==> config.mk <==
export PLATFORM = sky130hd
export DESIGN_NAME = hack_cpu_ctrl
export DESIGN_NICKNAME = d
export VERILOG_FILES = /design/src/rtl/hack_cpu_ctrl.sv
export SDC_FILE = /design/constraint.sdc
export NUM_CORES = 1
export LEC_CHECK = 0
export BUFFER_PORTS_ARGS = -buffer_cell sky130_fd_sc_hd__buf_2
export CORE_ASPECT_RATIO = 2
export CORE_MARGIN = 10
export CORE_UTILIZATION = 54
export CTS_CLUSTER_SIZE = 10
export DETAILED_ROUTE_END_ITERATION = 12
export PLACE_DENSITY = 0.84
export SYNTH_ARGS = -nofsm -noshare
export SYNTH_HDL_FRONTEND = slang
export SYNTH_SLANG_ARGS = --single-unit
==> constraint.sdc <==
create_clock -name clk -period 3.8 [get_ports clk]
set_input_delay 0.38 -clock clk [delete_from_list [all_inputs] [get_ports clk]]
set_output_delay 0.38 -clock clk [all_outputs]
set_load 0.02 [all_outputs]
==> src/rtl/hack_cpu_ctrl.sv <==
// HACK core control/register stage: multi-cycle fetch, decode, optional M read,
// execute through an external combinational ALU, and optional M write-back.
module hack_cpu_ctrl (
  input  logic        clk,
  input  logic        reset,
  output logic        instr_req,
  output logic [14:0] instr_addr,
  input  logic        instr_valid,
  input  logic [15:0] instr,
  output logic        data_rd,
  output logic        data_wr,
  output logic [14:0] data_addr,
  output logic [15:0] data_wdata,
  input  logic [15:0] data_rdata,
  input  logic        data_ack,
  output logic [15:0] alu_x,
  output logic [15:0] alu_y,
  output logic [5:0]  alu_ctl,
  input  logic [15:0] alu_out,
  output logic [15:0] a_reg,
  output logic [15:0] d_reg,
  output logic        instr_done
);

  typedef enum logic [2:0] {FETCH, DECODE, MREAD, EXEC, MWRITE} state_t;

  state_t      state_reg;
  logic [14:0] pc_reg;
  logic [15:0] ir_reg;
  logic [15:0] mdr_reg;
  logic        zr;
  logic        ng;
  logic        taken;

  assign instr_addr = pc_reg;

  // ALU operands come straight from architectural registers, so they are
  // stable for the whole EXEC cycle and read as zero while in reset.
  assign alu_x   = d_reg;
  assign alu_y   = ir_reg[12] ? mdr_reg : a_reg;
  assign alu_ctl = {ir_reg[11], ir_reg[9], ir_reg[10], ir_reg[8], ir_reg[7], ir_reg[6]};

  assign zr    = (alu_out == 16'h0000);
  assign ng    = alu_out[15];
  assign taken = (ir_reg[2] & ng) | (ir_reg[1] & zr) | (ir_reg[0] & ~zr & ~ng);

  always_ff @(posedge clk) begin
    if (reset) begin
      state_reg  <= FETCH;
      pc_reg     <= 15'h0000;
      ir_reg     <= 16'h0000;
      mdr_reg    <= 16'h0000;
      a_reg      <= 16'h0000;
      d_reg      <= 16'h0000;
      instr_req  <= 1'b0;
      data_rd    <= 1'b0;
      data_wr    <= 1'b0;
      data_addr  <= 15'h0000;
      data_wdata <= 16'h0000;
      instr_done <= 1'b0;
    end else begin
      instr_done <= 1'b0;
      case (state_reg)
        FETCH: begin
          // instr_req is only low here on the first cycle out of reset
          if (!instr_req) begin
            instr_req <= 1'b1;
          end else if (instr_valid) begin
            ir_reg    <= instr;
            instr_req <= 1'b0;
            state_reg <= DECODE;
          end
        end
        DECODE: begin
          if (!ir_reg[15]) begin
            a_reg      <= ir_reg;
            pc_reg     <= pc_reg + 15'd1;
            instr_done <= 1'b1;
            instr_req  <= 1'b1;
            state_reg  <= FETCH;
          end else if (ir_reg[12]) begin
            data_rd   <= 1'b1;
            data_addr <= a_reg[14:0];
            state_reg <= MREAD;
          end else begin
            state_reg <= EXEC;
          end
        end
        MREAD: begin
          if (data_ack) begin
            mdr_reg   <= data_rdata;
            data_rd   <= 1'b0;
            state_reg <= EXEC;
          end
        end
        EXEC: begin
          // write address, jump target and dest updates all see the old A
          data_addr  <= a_reg[14:0];
          data_wdata <= alu_out;
          if (ir_reg[5]) a_reg <= alu_out;
          if (ir_reg[4]) d_reg <= alu_out;
          pc_reg <= taken ? a_reg[14:0] : pc_reg + 15'd1;
          if (ir_reg[3]) begin
            data_wr   <= 1'b1;
            state_reg <= MWRITE;
          end else begin
            instr_done <= 1'b1;
            instr_req  <= 1'b1;
            state_reg  <= FETCH;
          end
        end
        MWRITE: begin
          if (data_ack) begin
            data_wr    <= 1'b0;
            instr_done <= 1'b1;
            instr_req  <= 1'b1;
            state_reg  <= FETCH;
          end
        end
        default: state_reg <= FETCH;
      endcase
    end
  end

endmodule

After elaboration in Yosys (flattened, before gate mapping)
Index checks and enable logic that the tools add are counted.
Widths: inputs -> output; s select.
{"block": "word_totals", "register_bits": 117, "in_bits": 52, "output_inout_bits": 120, "wordCells": 85}
{"block": "classes", "add_sub_neg": 1, "n_eq_ne": 14, "n_mux": 34, "bitwise": 8, "reduce_logical": 16}
{"cell": "$mux 15", "n": 4}
{"cell": "$pmux 15 s2", "n": 2}
{"cell": "$mux 16", "n": 3}
{"cell": "$pmux 16 s2", "n": 1}
{"cell": "$ne 2x2->1 const B", "n": 10}
{"cell": "$logic_not 16->1", "n": 1}
{"cell": "$add 15x1->15 const B", "n": 1}
{"cell": "$mux 3", "n": 5}
{"cell": "$pmux 3 s5", "n": 1}
{"cell": "$mux 1", "n": 13}
{"cell": "$reduce_and 3->1", "n": 4}
{"cell": "$reduce_and 4->1", "n": 3}
{"cell": "$eq 3x2->1 const B", "n": 2}
{"cell": "$reduce_and 2->1", "n": 3}
{"cell": "$reduce_bool 2->1", "n": 3}
{"cell": "$and 1x1->1", "n": 4}
{"cell": "$pmux 1 s2", "n": 2}
{"cell": "$pmux 1 s4", "n": 1}
{"cell": "$reduce_bool 4->1", "n": 1}
{"cell": "$eq 3x1->1 const B", "n": 1}
{"cell": "$eq 3x3->1 const B", "n": 1}
{"cell": "$logic_not 3->1", "n": 1}
{"cell": "$pmux 1 s3", "n": 1}
{"cell": "$mux 2", "n": 1}
{"cell": "other kinds (2)", "n": 4}

Logic depth before layout (Yosys ltp)
Gate-level depths: netlist (run 1).
{"block": "logic_depth", "ltp_word": 7, "ltp_mapped": 8, "mapped_depth_nobuf": 6}

Worst setup path before layout (run 1)
OpenSTA, ideal clock, no wires.
{"block": "synth_timing", "path_kind": "register to register", "startpoint": "reg pc_reg[0] (netlist: instr_addr[0])", "endpoint": "reg pc_reg[12] (netlist: instr_addr[12])", "setup_time_ps": 71, "arrival_time_ps": 1715, "required_ps": 3729, "path_slack_ps": 2014, "path_stages_with_launch": 7, "n_path_buf": 0, "synth_period_minus_slack_ps": 1786, "cell_sequence": "dfxtp_1 > ha_1 > and4_1 > nand4_1 > or3_1 > a22o_1 > a21oi_1"}
{"block": "synth_between", "elab_chain_len": 3, "word_cells_on_any_way": 4, "cone_classes": "add/sub: 1; mux: 3"}
{"element": "start: declaration", "line_no": "28", "text": "logic [14:0] pc_reg;"}
{"element": "start signal: assignment", "line_no": "77", "text": "pc_reg <= pc_reg + 15'd1;"}
{"element": "start signal: assignment", "line_no": "102", "text": "pc_reg <= taken ? a_reg[14:0] : pc_reg + 15'd1;"}
{"element": "$add 15x1->15 (*)", "line_no": "77, 102"}
{"element": "$mux 15, on equally long branches", "line_no": "102, 75"}
{"element": "$pmux 15 s2 (*)", "line_no": "63", "text": "case (state_reg)"}
Mark *: on every way between the ends. The rest lies on a longest branch, timed or not. The select of a mux whose other input is x is not followed.
A chain may end at the register's enable or synchronous reset.

Worst setup path after layout (run 1)
{"block": "layout_timing", "startpoint": "reg state_reg[0]", "endpoint": "reg pc_reg[9] (netlist: instr_addr[9])"}
{"block": "layout_between", "elab_chain_len": 3, "word_cells_on_any_way": 6, "cone_classes": "eq/ne: 3; mux: 1; reduce/logical: 2"}
{"element": "start: declaration", "line_no": "27", "text": "state_t state_reg;"}
{"element": "start signal: assignment", "line_no": "49", "text": "state_reg <= FETCH;"}
{"element": "start signal: assignment", "line_no": "71", "text": "state_reg <= DECODE;"}
{"element": "start signal: assignment", "line_no": "80", "text": "state_reg <= FETCH;"}
{"element": "$eq 3x1->1 / $eq 3x2->1 (equally long branches)", "line_no": "63"}
{"element": "$ne 2x2->1 (no line) / $reduce_bool 2->1 (equally long branches)"}
{"element": "$reduce_and 2->1 (no line)"}
Parallel ways exist; a longest one is shown, timed or not.

==> flow_summary.json, run 1 <==
{
  "ir_drop_mv": 0.430,
  "p_per_area_nw_per_um2": 508,
  "rr_worst_depth": 5,
  "clkTransAtPathRegs_ns": 0.06,
  "period_share": 0.683,
  "dieArea_um2": 14000,
  "fillers": 719,
  "final_cell_mix": "buf_2, nand2_1, dfxtp_1",
  "drt_wl_total_mm": 16.5,
  "grt-ovfl-total": 0,
  "fin_util": 0.695,
  "synth_nets": 673,
  "worst_pin_slew_ns": 1.07,
  "path_buf_inv": 0,
  "drive_above_1_share": 0.309,
  "setup.worst_path.start": "state_reg[0]",
  "synthDistinctLibCells": 51,
  "die_w_um": 88.9,
  "ios": 172,
  "cp.depth": 5,
  "fmax_ghz": 0.385,
  "worstReg2RegStart": "state_reg[0]",
  "cts_tree": "built",
  "min_from": "instr[15]",
  "path_cells": "nor2b_1, nand2_1, or3_1, a22o_1, a21oi_1",
  "final-setup-viol-count": 0,
  "period_minus_slack_ns": 2.60,
  "dr_total_vias": 5099,
  "ys_seq_elements": 117,
  "endpoint_kind": "flip-flop",
  "hpwl_mm": 12.2,
  "die_h_um": 158,
  "drc_errors": 0,
  "slowest_delay_ns": 0.57,
  "grt_antenna_before_repair": 1,
  "areaGrowthSynthToFinish_pct": 26.3,
  "outcome": "finished clean",
  "cts_buffer_depth": 2,
  "yosysTopAreaCellShare": 0.457,
  "synth_area_leaders": "dfxtp_1, nand2_1, a21oi_1",
  "hold_viol": 0,
  "cts_max_level": 4,
  "initial_core_util": 0.550,
  "portBuffers": 171,
  "crit_family": "simple AND/OR/NAND/NOR gates",
  "critPathMaxFanout": 23,
  "seq_area_frac_synth": 0.457,
  "arrival_ns": 2.93,
  "first_global_vias": 4968,
  "final_cells": 868,
  "first_pass_iters": 5,
  "worstHoldPathType": "primary input to flip-flop",
  "numCtsBuffers": 17,
  "grt_pass1_wl_mm": 25.6,
  "synth_top_cell_by_area": "dfxtp_1",
  "syn-instance-count": 620,
  "maxCapViolCount": 0,
  "total_power_mw": 3.29,
  "postCtsSetupRepairBufs": 0,
  "rsz0062_at_grt": "false",
  "clock-sinks": 117,
  "finalNetCount": 804,
  "finalMaxSlewViolations": 0,
  "ant_nets": 0,
  "ff2ff_setup_slack_ns": 1.20,
  "ys_warn_count": 0,
  "avgViaCountPerCell": 5.87,
  "core_area_um2": 9320,
  "mostFrequentLayoutCell": "buf_2",
  "cts-hold-fix-buffers": 0,
  "start_kind": "flip-flop",
  "critical_path_class": "flip-flop to flip-flop",
  "clkLatencyLatePin_ns": 0.41,
  "row_count": 50,
  "track_usage": 0.234,
  "wl_per_cell_um": 19.1,
  "fin_skew_ns": 0.00797,
  "placed_cells": 836,
  "cts-root-buf": "clkbuf_16",
  "slowest_stage": "dfxtp_1",
  "syn-mean-instance-area_um2": 8.27,
  "required_ns": 4.13,
  "min_path_cells": 3,
  "slew-limit-headroom": 0.289,
  "netlist_area_um2": 5130,
  "gp_congestion": 0.870,
  "first_iter_violations": 487,
  "p_leak_nw": 2.72,
  "cts_resized": 0,
  "grt_max_degree": 53,
  "tns_ns": 0
}
## worst register-to-register path, stage by stage (launching register included)
cell	delay, ns
dfxtp_1	0.57
nor2b_1	0.54
nand2_1	0.57
or3_1	0.52
a22o_1	0.20
a21oi_1	0.12
## kinds of logic after synthesis
family | count (synthesis) | share of synthesized area
AND/OR/NAND/NOR | 265 | 0.232
adder cells (fa/ha/maj) | 1 | 0.00244
XOR/XNOR | 3 | 0.00512
buffers and inverters | 67 | 0.0693
AO/OA/AOI/OAI | 131 | 0.157
flip-flops | 117 | 0.457
multiplexers | 36 | 0.0766
## metal layers
layer  vias to the layer above  track usage  part of all wire
met1                      2368        0.232              0.34
met4                         0        0.143             0.057
met3                        68       0.0715             0.087
li1                       2405            -                 -
met2                       258        0.407              0.52
met5                         -            0                 0
## worst paths after layout
check,endpoint
max,instr_addr[9]
min reg2reg,data_wdata[2]
max reg2reg,instr_addr[9]
min,ir_reg[15]
## cell type report
class / count / area (µm²) / share of cell area
Tap cell: 104 / 130 / 0.0201
Clock inverter: 14 / 225 / 0.0348
Timing Repair Buffer: 178 / 911 / 0.141
Inverter: 1 / 3.75 / 0.000579
Sequential cell: 117 / 2340 / 0.362
Multi-Input combinational cell: 436 / 2440 / 0.376
Clock buffer: 17 / 425 / 0.0657
Antenna cell: 1 / 2.50 / 0.000386
## report_power, final
group,internal [mW],switching [mW]
clock,1.17,0.592
combinational,0.0836,0.144
sequential,1.25,0.0459
## stage by stage
step,area (µm²),hold WS [ns],worst slack (ns)
2_1_floorplan,5130,0.433,2.01
3_3_place_gp,5820,0.438,1.37
3_5_place_dp,5820,0.445,1.27
4_1_cts,6470,0.203,1.26
5_1_grt,6480,0.218,1.03
6_report,6480,0.210,1.20
## synthesized netlist by cell type (all sizes together)
library cell,count
nor3,13
nor2,45
nand2b,2
nand4,7
o21ai,5
nand2,157
a211oi,2
a41oi,1
nand3b,1
a2111oi,1
o22ai,5
inv,1
a31oi,2
and3b,1
and3,1
xor2,1
a211o,1
ha,1
and2,7
nand4bb,1
and4,3
dfxtp,117
xnor2,2
a22oi,1
nor4,8
nor4bb,1
or3,4
nor3b,2
nand3,7
clkbuf,30
o31a,1
o22a,1
a311oi,15
a32oi,9
and4b,1
a21oi,81
mux2i,20
o211ai,2
mux2,16
buf,36
a22o,4
nor2b,4
Note: power is estimated with default switching activity, not from simulation.
==> run 2: changes to the inputs <==
--- a/config.mk
+++ b/config.mk
@@ -5,13 +5,14 @@
 export SDC_FILE = /design/constraint.sdc
 export NUM_CORES = 1
 export LEC_CHECK = 0
+export ABC_AREA = 1
 export BUFFER_PORTS_ARGS = -buffer_cell sky130_fd_sc_hd__buf_2
 export CORE_ASPECT_RATIO = 2
 export CORE_MARGIN = 10
-export CORE_UTILIZATION = 54
+export CORE_UTILIZATION = 50
 export CTS_CLUSTER_SIZE = 10
 export DETAILED_ROUTE_END_ITERATION = 12
-export PLACE_DENSITY = 0.84
+export PLACE_DENSITY = 0.78
 export SYNTH_ARGS = -nofsm -noshare
 export SYNTH_HDL_FRONTEND = slang
 export SYNTH_SLANG_ARGS = --single-unit
==> constraint.sdc (replaced) <==
create_clock -name clk -period 2.4 [get_ports clk]
set_input_delay 0.24 -clock clk [delete_from_list [all_inputs] [get_ports clk]]
set_output_delay 0.24 -clock clk [all_outputs]
set_load 0.02 [all_outputs]
==> flow_summary.json, run 2 <==
{
  "dr_total_vias": 5053,
  "start_kind": "flip-flop",
  "grt_antenna_before_repair": 1,
  "yosysMostFrequentCell": "nand2_1",
  "p_leak_nw": 2.94,
  "avgViaCountPerCell": 5.10,
  "min_path_cells": 3,
  "syn-mean-instance-area_um2": 7.24,
  "clkLatencyLatePin_ns": 0.42,
  "slew-limit-headroom": 0.440,
  "wl_per_cell_um": 16.3,
  "first_global_vias": 4985,
  "total_power_mw": 5.45,
  "synth_nets": 762,
  "cts_tree": "built",
  "postCtsSetupRepairBufs": 0,
  "ir_drop_mv": 0.581,
  "netlist_area_um2": 5130,
  "p_per_area_nw_per_um2": 842,
  "initial_core_util": 0.509,
  "tns_ns": 0,
  "final-setup-viol-count": 0,
  "first_iter_violations": 272,
  "dieArea_um2": 15000,
  "worstReg2RegStart": "state_reg[2]",
  "cts_resized": 0,
  "die_w_um": 91.6,
  "rr_worst_depth": 8,
  "synthDistinctLibCells": 28,
  "synthArstFlopShare": 0,
  "worst_pin_slew_ns": 0.838,
  "rsz0062_at_grt": "false",
  "die_h_um": 163,
  "grt_max_degree": 50,
  "cts-root-buf": "clkbuf_16",
  "hpwl_mm": 12.2,
  "timing.hold.ws_ns": 0.0471,
  "period_share": 0.860,
  "ios": 172,
  "required_ns": 2.70,
  "grt-ovfl-total": 0,
  "ys_warn_count": 0,
  "portBuffers": 171,
  "hold_viol": 0,
  "ant_nets": 0,
  "final_cell_mix": "buf_2, nand2_1, dfxtp_1",
  "maxCapViolCount": 0,
  "arrival_ns": 2.37,
  "seq_area_frac_synth": 0.457,
  "outcome": "finished clean",
  "yosysTopAreaCellShare": 0.457,
  "clock-sinks": 117,
  "grt_pass1_wl_mm": 25.4,
  "finalNetCount": 895,
  "clkTransAtPathRegs_ns": 0.06,
  "synth_top_cell_by_area": "dfxtp_1",
  "drive_above_1_share": 0.265,
  "ff2ff_setup_slack_ns": 0.33,
  "fmax_ghz": 0.484,
  "r2r_end": "instr_addr[1]",
  "cts_max_level": 4,
  "core_area_um2": 10100,
  "syn-instance-count": 709,
  "synth_edf_count": 0,
  "endpoint_kind": "flip-flop",
  "mostFrequentLayoutCell": "buf_2",
  "numCtsBuffers": 17,
  "finalMaxSlewViolations": 0,
  "min_from": "data_rdata[9]",
  "min_to": "mdr_reg[9]",
  "row_count": 52,
  "cts_buffer_depth": 2,
  "critPathMaxFanout": 40,
  "cts-hold-fix-buffers": 0,
  "fillers": 959,
  "worstHoldPathType": "primary input to flip-flop",
  "track_usage": 0.211,
  "critical_path_class": "flip-flop to flip-flop",
  "ys_seq_elements": 117,
  "areaGrowthSynthToFinish_pct": 26.3,
  "fin_skew_ns": 0.00695,
  "synth_common_cells": "nand2_1, dfxtp_1, a21oi_1",
  "gp_congestion": 0.878,
  "period_minus_slack_ns": 2.07,
  "synth_area_leaders": "dfxtp_1, a21oi_1, nand2_1",
  "drc_errors": 0,
  "drt_wl_total_mm": 16.1,
  "synth_ff_type": "dfxtp_1",
  "first_pass_iters": 8
}
==> run 2: changes by cell type after synthesis, moves of 12 or more <==
cell | before | now
nand3_1 | 7 | 47
o21ai_0 | 4 | 83
nor3_1 | 13 | 1
o21ai_1 | 1 | 20
inv_1 | 1 | 55
mux2i_1 | 19 | 0
mux2_2 | 16 | 0
nand2_1 | 156 | 121
a311oi_1 | 15 | 0
a21oi_1 | 81 | 94
nor2_1 | 43 | 69
==> run 2: cell type report <==
class	count	area [µm²]	share of cell area
flip-flops and latches	117	2340	0.361
clock buffers	19	443	0.0684
well taps	135	169	0.0261
inverters	62	233	0.0359
repair buffers	179	928	0.143
diodes	1	2.50	0.000386
clock inverters	13	181	0.0280
multi-input cells	465	2180	0.337
==> run 2: cells by family (layout without fill, tap and decap cells) <==
| kind of cell | count (synthesis) | in the layout | share of synthesized area |
|---|---|---|---|
| AO/OA/AOI/OAI | 203 | 203 | 0.201 |
| XOR/XNOR | 11 | 11 | 0.0188 |
| flip-flops | 117 | 117 | 0.457 |
| other | 0 | 1 | 0 |
| buffers and inverters | 127 | 273 | 0.118 |
| AND/OR/NAND/NOR | 250 | 250 | 0.203 |
| adder cells (fa/ha/maj) | 1 | 1 | 0.00244 |
==> run 2: critical path: stages (launching register included) <==
cell and delay [ns]:
dfxtp_1 0.40, nor2_2 0.07, inv_2 0.10, nor2_4 0.05
buf_4 0.25, nor2_2 0.50, inv_2 0.27, o21ai_0 0.24
nor2_1 0.07
==> run 2: how the worst max path moves through the flow <==
stage                          end           from  slack, ns  depth (start not counted)
floorplan           instr_addr[12]  instr_addr[0]       0.79                         10
global placement     instr_addr[1]   state_reg[2]       0.43                          8
detailed placement   instr_addr[1]   state_reg[2]       0.40                          8
CTS                  instr_addr[1]   state_reg[2]       0.35                          8
global route        instr_addr[14]   state_reg[2]       0.15                          8
finish               instr_addr[1]   state_reg[2]       0.33                          8
==> run 2: power breakdown <==
part	switching [mW]	internal [mW]	total [mW]	leakage [nW]
logic	0.480	0.206	0.686	1.70
registers	0.0614	2.05	2.11	0.949
clock network	0.903	1.76	2.66	0.291
total	1.45	4.01	5.45	2.94
==> run 2: stage by stage <==
stage | cell area [µm²] | util | worst slack, ns | cells
floorplan | 5130 | - | 0.785 | 709
global placement | 5850 | 0.580 | 0.435 | 958
detailed placement | 5850 | 0.580 | 0.398 | 958
CTS | 6480 | 0.642 | 0.352 | 990
global route | 6480 | 0.643 | 0.154 | 991
finish | 6480 | 0.643 | 0.335 | 991
==> run 2: routing by layer <==
layer	wire (µm)	part of all wire	GRT usage
met1	6080	0.38	0.212
met2	8510	0.53	0.383
met3	1040	0.064	0.0644
met5	0	0	0
met4	477	0.030	0.0996
